[config.mk]
export PLATFORM = sky130hd
export DESIGN_NAME = jk_mod_counter
export DESIGN_NICKNAME = d
export VERILOG_FILES = /design/src/rtl/jk_seq_pkg.sv /design/src/rtl/jk_cell.sv /design/src/rtl/jk_mod_counter.sv
export SDC_FILE = /design/constraint.sdc
export NUM_CORES = 1
export LEC_CHECK = 0
export CAP_MARGIN = 20
export CORE_MARGIN = 3
export CORE_UTILIZATION = 50
export CTS_CLUSTER_SIZE = 8
export DETAILED_ROUTE_END_ITERATION = 10
export PLACE_DENSITY = 0.83
export SLEW_MARGIN = 0
export SYNTH_ARGS = -nofsm -noshare
export SYNTH_HDL_FRONTEND = slang
export SYNTH_SLANG_ARGS = --single-unit
[constraint.sdc]
create_clock -name clk -period 5.1 [get_ports clk]
set_input_delay 1.02 -clock clk [delete_from_list [all_inputs] [get_ports clk]]
set_output_delay 1.02 -clock clk [all_outputs]
set_load 0.03 [all_outputs]
[src/rtl/jk_seq_pkg.sv]
// Shared definitions for JK-based sequential blocks: cell command
// encoding and the minimal JK excitation function.
package jk_seq_pkg;

    localparam logic [1:0] JK_HOLD = 2'b00;
    localparam logic [1:0] JK_CLR  = 2'b01;
    localparam logic [1:0] JK_SET  = 2'b10;
    localparam logic [1:0] JK_TGL  = 2'b11;

    // Minimal excitation: drive J only for a 0->1 move, K only for 1->0.
    // A bit that keeps its value gets JK_HOLD, so JK_TGL is never produced.
    function automatic logic [1:0] jk_excite(input logic present_bit, input logic next_bit);
        return {next_bit & ~present_bit, ~next_bit & present_bit};
    endfunction

endpackage

[src/rtl/jk_cell.sv]
// Single JK flip-flop with asynchronous active-low clear.
module jk_cell
    import jk_seq_pkg::*;
(
    input  logic clk,
    input  logic rst_n,
    input  logic j,
    input  logic k,
    output logic q
);

    logic q_q;

    // JK update: hold, clear, set or toggle on the rising edge.
    always_ff @(posedge clk or negedge rst_n) begin
        if (!rst_n) begin
            q_q <= 1'b0;
        end else begin
            case ({j, k})
                JK_HOLD: q_q <= q_q;
                JK_CLR:  q_q <= 1'b0;
                JK_SET:  q_q <= 1'b1;
                JK_TGL:  q_q <= ~q_q;
                default: q_q <= q_q;
            endcase
        end
    end

    assign q = q_q;

endmodule

[src/rtl/jk_mod_counter.sv]
// Modulo-N up/down counter built from a bank of JK cells. The top level
// chooses the next state, derives J/K per bit from present/next state,
// and keeps a sticky wrap flag. Out-of-range states recover on the next
// count (up -> 0, down -> MODULUS-1).
module jk_mod_counter
    import jk_seq_pkg::*;
#(
    parameter int WIDTH   = 4,
    parameter int MODULUS = 10
) (
    input  logic             clk,
    input  logic             reset,
    input  logic             en,
    input  logic             up,
    input  logic             load,
    input  logic [WIDTH-1:0] din,
    output logic [WIDTH-1:0] q,
    output logic [WIDTH-1:0] j_vec,
    output logic [WIDTH-1:0] k_vec,
    output logic             tc,
    output logic             wrapped
);

    if (MODULUS < 2 || MODULUS > (1 << WIDTH)) begin : g_bad_modulus
        $error("jk_mod_counter: MODULUS must satisfy 2 <= MODULUS <= 2**WIDTH");
    end

    // One extra bit so MODULUS == 2**WIDTH is representable in compares.
    localparam logic [WIDTH:0]   MOD_EXT = (WIDTH+1)'(MODULUS);
    localparam logic [WIDTH-1:0] MAX_VAL = WIDTH'(MODULUS - 1);
    localparam logic [WIDTH-1:0] ZERO    = {WIDTH{1'b0}};
    localparam logic [WIDTH-1:0] ONE     = WIDTH'(1);

    logic [WIDTH-1:0] q_s;
    logic [WIDTH-1:0] next_d;
    logic [WIDTH-1:0] j_s;
    logic [WIDTH-1:0] k_s;
    logic             in_range_s;
    logic             din_ok_s;
    logic             at_max_s;
    logic             at_zero_s;
    logic             tc_s;
    logic             wrapped_q;

    assign in_range_s = ({1'b0, q_s} < MOD_EXT);
    assign din_ok_s   = ({1'b0, din} < MOD_EXT);
    assign at_max_s   = (q_s == MAX_VAL);
    assign at_zero_s  = (q_s == ZERO);

    // Terminal count: the cycle on which an enabled count will wrap.
    assign tc_s = en & ~load & ((up & at_max_s) | (~up & at_zero_s));

    // Next-state selection: load beats count, count beats hold.
    always_comb begin
        next_d = q_s;
        if (load) begin
            if (din_ok_s) begin
                next_d = din;
            end else begin
                next_d = ZERO;
            end
        end else if (en) begin
            if (up) begin
                if (at_max_s || !in_range_s) begin
                    next_d = ZERO;
                end else begin
                    next_d = q_s + ONE;
                end
            end else begin
                if (at_zero_s || !in_range_s) begin
                    next_d = MAX_VAL;
                end else begin
                    next_d = q_s - ONE;
                end
            end
        end else begin
            next_d = q_s;
        end
    end

    // Per-bit J/K excitation from present and next state.
    always_comb begin
        j_s = ZERO;
        k_s = ZERO;
        for (int i = 0; i < WIDTH; i++) begin
            {j_s[i], k_s[i]} = jk_excite(q_s[i], next_d[i]);
        end
    end

    // Outputs are forced quiet while reset is held.
    assign j_vec = reset ? j_s : ZERO;
    assign k_vec = reset ? k_s : ZERO;
    assign tc    = reset & tc_s;

    for (genvar i = 0; i < WIDTH; i++) begin : g_bit
        jk_cell u_cell (
            .clk   (clk),
            .rst_n (reset),
            .j     (j_vec[i]),
            .k     (k_vec[i]),
            .q     (q_s[i])
        );
    end

    assign q = q_s;

    // Sticky wrap flag: load clears, a terminal-count edge sets.
    always_ff @(posedge clk or negedge reset) begin
        if (!reset) begin
            wrapped_q <= 1'b0;
        end else if (load) begin
            wrapped_q <= 1'b0;
        end else if (tc_s) begin
            wrapped_q <= 1'b1;
        end else begin
            wrapped_q <= wrapped_q;
        end
    end

    assign wrapped = wrapped_q;

endmodule

==> results of run 1 <==
-- layout by cell type (no fill, tap or decap), drive strengths merged, types with 2 or more instances in the layout --
master / instances
clkdlybuf4s50: 22
inv: 7
nor2: 6
o21ai: 5
nand2: 5
dfrtp: 5
nor3: 4
ha: 4
clkbuf: 4
nand3: 3
nand2b: 3
a21oi: 3
o21a: 2
nor3b: 2
nor2b: 2
a32oi: 2
o211ai: 2
nor4b: 2
a211oi: 2
-- power by group through the flow --
stage	logic [mW]	clock network, mW	registers (mW)
global route	0.133	0.0518	0.0659
detailed placement	0.124	0	0.0644
finish	0.125	0.0469	0.0640
CTS	0.124	0.0467	0.0638
floorplan	0.113	0	0.0521
global placement	0.121	0	0.0632
-- state kept, by name, summed over array words and instances (netlist names) --
signal	count
wrapped	1
g_bit.u_cell.q	4
-- metrics by stage --
step / std cells / setup slack, ns / power, mW / hold slack (ns) / area, um^2
final: 121 / 0.793 / 0.236 / 0.512 / 930
after detailed placement: 117 / 0.806 / 0.188 / 0.512 / 903
after floorplan: 98 / 1.71 / 0.165 / 0.626 / 798
after global routing: 121 / 0.680 / 0.251 / 0.540 / 930
after global placement: 117 / 0.828 / 0.184 / 0.500 / 903
after CTS: 121 / 0.804 / 0.235 / 0.515 / 930
-- final timing paths --
check | endpoint | slack (ns) | depth (start not counted) | start
setup reg to reg | g_bit[2].u_cell.q | 3.06 | 6 | g_bit[1].u_cell.q
max in group asynchronous | g_bit[0].u_cell.q | 3.83 | 2 | reset
hold reg to reg | wrapped | 0.51 | 2 | wrapped
hold / removal | wrapped | 0.51 | 2 | wrapped
setup / recovery | k_vec[2] | 0.79 | 6 | up
min in group asynchronous | g_bit[3].u_cell.q | 1.09 | 2 | reset
-- cells in the mapped netlist, drive strengths merged (3+ instances only) --
library cell / n
buf: 16
nand2b: 3
a21oi: 3
inv: 7
nand2: 5
nand3: 3
clkbuf: 3
ha: 4
nor3: 4
o21ai: 5
dfrtp: 5
nor2: 6
-- per-layer routing --
metal	track usage	wire, um	up-vias	part of all wire
met2	0.332	982	42	0.50
met5	0	0	-	0
met3	0.0277	142	2	0.072
met4	0.0852	16	0	0.0081
li1	-	-	369	-
met1	0.266	823	378	0.42
-- kinds of logic (layout without fill, tap and decap cells) --
kind of cell,count (synthesis),in the layout,share of synthesized area
AND/OR/NAND/NOR,36,36,0.290
multiplexers,1,1,0.0125
flip-flops,5,5,0.157
buffers and inverters,26,34,0.210
AO/OA/AOI/OAI,26,26,0.268
adder cells (fa/ha/maj),4,4,0.0627
-- critical path: cells and delay by family --
| kind | cells | cell delay [ns] |
|---|---|---|
| compound gates | 1 | 0.17 |
| mux | 1 | 0.42 |
| simple gates | 2 | 0.31 |
| buf+inv | 2 | 1.36 |
-- final cells by class --
class	instances	area [um^2]	area share
clock buffers	4	26.3	0.0283
inverters	7	26.3	0.0283
multi-input cells	67	505	0.544
flip-flops and latches	5	125	0.135
well taps	15	18.8	0.0202
repair buffers	23	228	0.245
==> impl_metrics.csv, run 1 <==
group,metric,value,unit
final_layout,syn2layout_area_growth,16.5,%
logic_synthesis,syn_area_per_cell,8.15,um^2
timing,setup_violations,0,
floorplanning,die_h,46.0,um
worst_setup_path,critical_path_required,4.08,ns
pwr,sequentialPowerShare,0.272,
worst_setup_path,worst-setup-path-type,"input pin to primary output",
clocking,postCtsSetupBuffers,0,
detailed_routing,wl_per_cell,16.2,um
final_layout,layout-drive-gt1-share,0.123,
detailed_routing,final_antenna_net_count,0,
pwr,power_switching,0.107,mW
timing,drv_slew,0,
detailed_routing,drc,0,
global_route,grt_pass1_wl,3060,um
logic_synthesis,syn-cell-area,798,um^2
pwr,powerDensity,254,mW/mm^2
timing,fin_crit_sh,0.844,
logic_synthesis,synth_area_leaders,"dfrtp_1 16%, buf_4 11%, ha_1 6.3%, buf_6 4.2%, inv_1 3.3%",
worst_setup_path,cp_common_cell,"clkdlybuf4s50_1",
timing,clock_skew,0.00769,ns
pwr,power_leakage,0.361,nW
logic_synthesis,synth_fp_nets,111,
logic_synthesis,synth-seq-cells,5,
logic_synthesis,ys.flop_type,"dfrtp_1",
global_route,grt-ovfl-total,0,
clocking,clk_pin_slew,0.04,ns
pwr,combPwrFrac,0.529,
clocking,numCtsBuffers,3,
timing,rsz0062_at_grt,"no",
floorplanning,die_width,46.0,um
logic_synthesis,postSynth.asyncResetShare,1.00,
pwr,swShare,0.453,
detailed_routing,wl,1970,um
pwr,clkPwrFrac,0.199,
placement,hpwl,1460,um
detailed_routing,first_pass_iters,4,
timing,fmax,232,MHz
final_layout,fillers,128,
job,maxCapViolations,0,
logic_synthesis,synth-edff-count,0,
logic_synthesis,synth.top_cell.area_share,0.157,
final_layout,fin_util,0.665,
floorplanning,dieArea,0.00211,mm^2
floorplanning,start_util,0.571,
global_route,grt_usage,0.204,
logic_synthesis,netlist_instances,98,
global_route,grt_pass1_vias,670,
clocking,cts.sinks,5,
worst_setup_path,slowest_delay,0.69,ns
worst_setup_path,critPathSlowestCell,"clkdlybuf4s50_1",
placement,gp_congestion,0.905,
logic_synthesis,synth_top_area_cell,"dfrtp_1",
global_route,antenna_found_initial,0,
logic_synthesis,yosysUniqueCellTypes,46,
clocking,cts_tree,"done",
logic_synthesis,yosysSeqAreaShare,0.157,
outcome,status,"completed",
timing,worstMarginPinSlew,0.510,ns
floorplanning,core_area,0.00140,mm^2
detailed_routing,viasPerCell,6.54,
hold_path,hp-class,"register to register",
logic_synthesis,ys_warn_count,0,
clocking,clk_latency,0.25,ns
timing,fin_tns_setup,0,ns
pwr,vdd_ir_drop_max,0.183,mV
detailed_routing,vias,791,
clocking,htreeDepth,1,
worst_setup_path,worstPathCellList,"clkdlybuf4s50_1 -> mux2i_1 -> nor4b_4 -> a21oi_2 -> and4_1 -> clkdlybuf4s50_1",
pwr,p_int,0.129,mW
floorplanning,io_pins,23,
placement,portBuffers,22,
worst_setup_path,cp.arrival,3.29,ns
timing,period_needed,4.31,ns
timing,hold_viol_final,0,
clocking,cts_resized,0,
clocking,cts_root_buffer,"clkbuf_4",
final_layout,diodes,0,
clocking,postCtsHoldBufs,0,
worst_setup_path,cp-end-kind,"primary output",
global_route,grt_max_degree,20,
timing,max-slew-margin-rel,0.660,
worst_setup_path,start_kind,"input pin",
floorplanning,num_rows,13,
final_layout,final_nets,120,
clocking,clockBufferDepth,2,
detailed_routing,drt-initial-drc-count,41,
worst_setup_path,crit_fanout,10,
Note: power is estimated with default switching activity, not from simulation.
==> run 2, diff against run 1 <==
--- a/config.mk
+++ b/config.mk
@@ -7,10 +7,10 @@
 export LEC_CHECK = 0
 export CAP_MARGIN = 20
 export CORE_MARGIN = 3
-export CORE_UTILIZATION = 50
+export CORE_UTILIZATION = 47
 export CTS_CLUSTER_SIZE = 8
 export DETAILED_ROUTE_END_ITERATION = 10
-export PLACE_DENSITY = 0.83
+export PLACE_DENSITY = 0.79
 export SLEW_MARGIN = 0
 export SYNTH_ARGS = -nofsm -noshare
 export SYNTH_HDL_FRONTEND = slang
==> constraint.sdc (replaced) <==
create_clock -name clk -period 4.2 [get_ports clk]
set_input_delay 0.84 -clock clk [delete_from_list [all_inputs] [get_ports clk]]
set_output_delay 0.84 -clock clk [all_outputs]
set_load 0.03 [all_outputs]
==> impl_metrics.csv, run 2 (synthesis results as in run 1) <==
group,metric,value,unit
detailed_routing,wl_per_cell,15.1,um
detailed_routing,viasPerCell,6.03,
worst_setup_path,crit_fanout,10,
floorplanning,dieArea,0.00223,mm^2
detailed_routing,first_pass_iters,4,
placement,dp.cells,119,
global_route,antenna_found_initial,0,
worst_setup_path,cp_common_cell,"clkdlybuf4s50_1",
timing,period_needed,3.90,ns
worst_setup_path,cp.arrival,3.06,ns
global_route,grt-ovfl-total,0,
outcome,status,"completed",
placement,dpl_cell_area,912,um^2
clocking,clk_pin_slew,0.04,ns
global_route,grt_pass1_vias,664,
floorplanning,core_area,0.00156,mm^2
placement,gp_congestion,0.916,
timing,clock_skew,0.00301,ns
timing,hold_viol_final,0,
final_layout,fin_util,0.602,
worst_setup_path,worstRegToRegCells,6,
detailed_routing,drt-initial-drc-count,22,
placement,portBuffers,22,
worst_setup_path,worstPathCellList,"clkdlybuf4s50_1 -> or3b_4 -> nor4b_4 -> a21oi_2 -> and4_1 -> clkdlybuf4s50_1",
final_layout,final_nets,121,
worst_setup_path,start_kind,"input pin",
final_layout,final_cell_mix,"22 x clkdlybuf4s50_1, 7 x inv_1, 6 x nor2_1",
hold_path,hold_start,"wrapped",
final_layout,fin_cells,123,
timing,fin_tns_setup,0,ns
worst_setup_path,slowest_delay,0.67,ns
clocking,postCtsSetupBuffers,0,
clocking,cts_root_buffer,"clkbuf_4",
final_layout,layout-drive-gt1-share,0.131,
hold_path,holdPathStages,2,
worst_setup_path,reg2reg_slack,2.21,ns
placement,hpwl,1410,um
clocking,cts_tree,"done",
detailed_routing,drc,0,
timing,drv_slew,0,
worst_setup_path,critical_path_required,3.36,ns
floorplanning,start_util,0.512,
clocking,cts_resized,0,
detailed_routing,vias,742,
timing,setup_violations,0,
worst_setup_path,critPathSlowestCell,"clkdlybuf4s50_1",
pwr,power_leakage,0.366,nW
clocking,clk_latency,0.25,ns
timing,rsz0062_at_grt,"no",
worst_setup_path,worst-setup-path-type,"input pin to primary output",
clocking,htreeDepth,1,
final_layout,syn2layout_area_growth,17.6,%
pwr,powerDensity,303,mW/mm^2
worst_setup_path,reg2reg_to,"g_bit[2].u_cell.q",
detailed_routing,wl,1860,um
clocking,cts.sinks,5,
final_layout,design_area,938,um^2
floorplanning,die_width,47.2,um
floorplanning,die_h,47.2,um
detailed_routing,final_antenna_net_count,0,
clocking,postCtsHoldBufs,0,
clocking,clockBufferDepth,2,
worst_setup_path,cp-end-kind,"primary output",
final_layout,mostFrequentLayoutCell,"clkdlybuf4s50_1",
hold_path,hp-class,"register to register",
clocking,numCtsBuffers,3,
worst_setup_path,r2r-start,"g_bit[1].u_cell.q",
timing,fin_crit_sh,0.928,
timing,worstMarginPinSlew,0.485,ns
final_layout,largest_reg_flops,4,
pwr,vdd_ir_drop_max,0.185,mV
global_route,grt_pass1_wl,3080,um
job,maxCapViolations,0,
global_route,grt_usage,0.200,
floorplanning,io_pins,23,
timing,max-slew-margin-rel,0.677,
global_route,grt_max_degree,19,
floorplanning,num_rows,14,
hold_path,whs_endpoint,"wrapped",
timing,fmax,256,MHz
final_layout,diodes,0,
-- run 2: cell count changes in the layout (fill, tap and decap cells not counted) --
| cell | delta |
|---|---|
| buf_4 | +1 |
-- run 2: worst max-delay path by stage --
stage                     start        to  cells after the start  slack (ns)
after global placement       up  k_vec[2]                      6        0.33
final                        up  k_vec[2]                      6        0.30
after detailed placement     up  k_vec[2]                      6        0.32
after CTS                    up  k_vec[2]                      6        0.31
after global routing         up  j_vec[0]                      6        0.16
after floorplan              up        tc                      5        1.17
-- run 2: power breakdown --
part | total, mW | internal (mW) | switching (mW)
clock network | 0.0575 | 0.0360 | 0.0215
registers | 0.0774 | 0.0548 | 0.0227
logic | 0.150 | 0.0664 | 0.0832
total | 0.285 | 0.157 | 0.127
-- run 2: stage by stage --
stage | hold slack (ns) | setup slack [ns] | total power, mW
4_1_cts | 0.526 | 0.307 | 0.287
6_report | 0.516 | 0.301 | 0.285
3_3_place_gp | 0.510 | 0.327 | 0.224
5_1_grt | 0.558 | 0.158 | 0.306
2_1_floorplan | 0.544 | 1.17 | 0.200
3_5_place_dp | 0.521 | 0.318 | 0.227
-- run 2: area by class of cell --
type	instances	area [um^2]
clock buffers	4	26.3
fillers	146	621
inverters	7	26.3
multi-input cells	67	505
flip-flops and latches	5	125
well taps	16	20.0
repair buffers	24	235
-- run 2: metal layers --
layer  share of wire  vias up  GRT usage
met5               0        -          0
met4           0.024        0     0.0884
met3           0.043        4     0.0575
met2            0.47       23      0.274
met1            0.46      346      0.285
li1                -      369          -
-- run 2: critical path: cells and delay by family --
family / cells / cell delay [ns]
buffers and inverters: 2 / 1.25
AOI/OAI and AO/OA: 1 / 0.17
and+or+nand+nor: 3 / 0.81
==> run 3, diff against run 2 <==
--- a/config.mk
+++ b/config.mk
@@ -7,10 +7,10 @@
 export LEC_CHECK = 0
 export CAP_MARGIN = 20
 export CORE_MARGIN = 3
-export CORE_UTILIZATION = 47
+export CORE_UTILIZATION = 50
 export CTS_CLUSTER_SIZE = 8
 export DETAILED_ROUTE_END_ITERATION = 10
-export PLACE_DENSITY = 0.79
+export PLACE_DENSITY = 0.83
 export SLEW_MARGIN = 0
 export SYNTH_ARGS = -nofsm -noshare
 export SYNTH_HDL_FRONTEND = slang
==> constraint.sdc (replaced) <==
create_clock -name clk -period 4.6 [get_ports clk]
set_input_delay 0.92 -clock clk [delete_from_list [all_inputs] [get_ports clk]]
set_output_delay 0.92 -clock clk [all_outputs]
set_load 0.03 [all_outputs]
==> impl_metrics.csv, run 3 (synthesis results as in run 1) <==
group,metric,value,unit
worst_setup_path,cp_common_cell,"clkdlybuf4s50_1",
placement,portBuffers,22,
global_route,grt_max_degree,19,
hold_path,hold_start,"wrapped",
floorplanning,io_pins,23,
timing,setup_violations,0,
outcome,status,"completed",
pwr,clkPwrFrac,0.193,
final_layout,seqCellArea,125,um^2
floorplanning,dieArea,0.00211,mm^2
clocking,cts_tree,"done",
final_layout,syn2layout_area_growth,17.6,%
final_layout,mostFrequentLayoutCell,"clkdlybuf4s50_1",
worst_setup_path,slowest_delay,0.68,ns
worst_setup_path,crit_fanout,10,
clocking,postCtsSetupBuffers,0,
clocking,cts_root_buffer,"clkbuf_4",
global_route,grt_pass1_wl,3030,um
worst_setup_path,cp-end-kind,"primary output",
final_layout,largest_reg_flops,4,
hold_path,hp-class,"register to register",
placement,place_ws,0.539,ns
pwr,combPwrFrac,0.534,
pwr,power_leakage,0.369,nW
global_route,grt_usage,0.197,
final_layout,diodes,0,
clocking,clk_pin_slew,0.05,ns
global_route,grt_pass1_vias,705,
timing,final.setup.worst_slack,0.521,ns
global_route,grt-ovfl-total,0,
timing,fin_tns_setup,0,ns
pwr,power,0.259,mW
worst_setup_path,worst-setup-path-type,"input pin to primary output",
clocking,cts_resized,0,
timing,rsz0062_at_grt,"no",
final_layout,multi_input_area,505,um^2
detailed_routing,drt-initial-drc-count,36,
pwr,powerDensity,276,mW/mm^2
final_layout,layout-drive-gt1-share,0.140,
worst_setup_path,worstPathCellList,"clkdlybuf4s50_1 -> mux2i_1 -> nor4b_4 -> a21oi_2 -> and4_1 -> clkdlybuf4s50_1",
pwr,p_int,0.142,mW
worst_setup_path,worstRegToRegCells,6,
timing,hold_viol_final,0,
clocking,postCtsHoldBufs,0,
detailed_routing,drc,0,
timing,fmax,245,MHz
placement,hpwl,1400,um
clocking,cts.sinks,5,
floorplanning,num_rows,13,
clocking,clk_latency,0.24,ns
clocking,htreeDepth,1,
worst_setup_path,cp.arrival,3.16,ns
detailed_routing,vias,787,
worst_setup_path,critPathSlowestCell,"clkdlybuf4s50_1",
floorplanning,start_util,0.571,
detailed_routing,wl_per_cell,15.0,um
timing,max-slew-margin-rel,0.666,
final_layout,final_cell_mix,"22 x clkdlybuf4s50_1, 7 x inv_1, 6 x nor2_1",
global_route,antenna_found_initial,0,
worst_setup_path,start_kind,"input pin",
worst_setup_path,timing.critical_path.from,"up",
worst_setup_path,critical_path_required,3.68,ns
hold_path,holdPathStages,2,
placement,gp_congestion,0.923,
floorplanning,core_area,0.00140,mm^2
timing,fin_crit_sh,0.887,
floorplanning,die_width,46.0,um
final_layout,fillers,120,
job,maxCapViolations,0,
timing,drv_slew,0,
timing,clock_skew,0.00367,ns
worst_setup_path,r2r-start,"g_bit[1].u_cell.q",
detailed_routing,wl,1830,um
clocking,numCtsBuffers,3,
detailed_routing,first_pass_iters,4,
floorplanning,die_h,46.0,um
timing,period_needed,4.08,ns
timing,worstMarginPinSlew,0.500,ns
pwr,power_switching,0.117,mW
pwr,vdd_ir_drop_max,0.164,mV
detailed_routing,viasPerCell,6.45,
pwr,swShare,0.451,
detailed_routing,final_antenna_net_count,0,
final_layout,final_nets,121,
clocking,clockBufferDepth,2,
pwr,sequentialPowerShare,0.273,
-- run 3: cell types whose count changed in the layout (fill, tap and decap cells not counted) --
cell and delta:
clkbuf_1 -1, clkinv_2 +1
-- run 3: per-stage QoR --
| stage | util | hold WS (ns) | cells | area, um^2 |
|---|---|---|---|---|
| after global placement | 0.651 | 0.498 | 118 | 911 |
| after floorplan | - | 0.624 | 98 | 798 |
| final | 0.671 | 0.518 | 122 | 938 |
| after detailed placement | 0.651 | 0.509 | 118 | 911 |
| after global routing | 0.671 | 0.544 | 122 | 938 |
| after CTS | 0.671 | 0.516 | 122 | 938 |
-- run 3: worst paths after layout --
| path | endpoint | slack (ns) |
|---|---|---|
| setup reg to reg | g_bit[0].u_cell.q | 2.61 |
| hold / removal | wrapped | 0.52 |
| hold reg to reg | wrapped | 0.52 |
| min in group asynchronous | g_bit[3].u_cell.q | 1.02 |
| setup / recovery | k_vec[2] | 0.52 |
| max in group asynchronous | g_bit[2].u_cell.q | 3.42 |
-- run 3: critical path: cells and delay by family --
| kind | cells | cell delay, ns |
|---|---|---|
| AOI/OAI and AO/OA | 1 | 0.17 |
| buffers and inverters | 2 | 1.34 |
| and+or+nand+nor | 2 | 0.30 |
| muxes | 1 | 0.43 |
-- run 3: area by class of cell --
cell class / count / share of cell area
Multi-Input combinational cell: 67 / 0.539
Timing Repair Buffer: 24 / 0.251
Sequential cell: 5 / 0.133
Inverter: 7 / 0.0280
Clock buffer: 3 / 0.0240
Tap cell: 15 / 0.0200
Clock inverter: 1 / 0.00533
-- run 3: metal layers --
metal	GRT usage	wire length (um)	up-vias
li1	-	-	369
met1	0.267	816	378
met2	0.319	886	38
met3	0.0119	111	2
met4	0.0852	18	0
met5	0	0	-
-- run 3: power groups by stage --
stage	clock [mW]	combinational, mW	sequential [mW]
final	0.0499	0.138	0.0708
after global routing	0.0560	0.148	0.0733
after floorplan	0	0.125	0.0577
after detailed placement	0	0.137	0.0716
after global placement	0	0.135	0.0702
after CTS	0.0517	0.138	0.0709
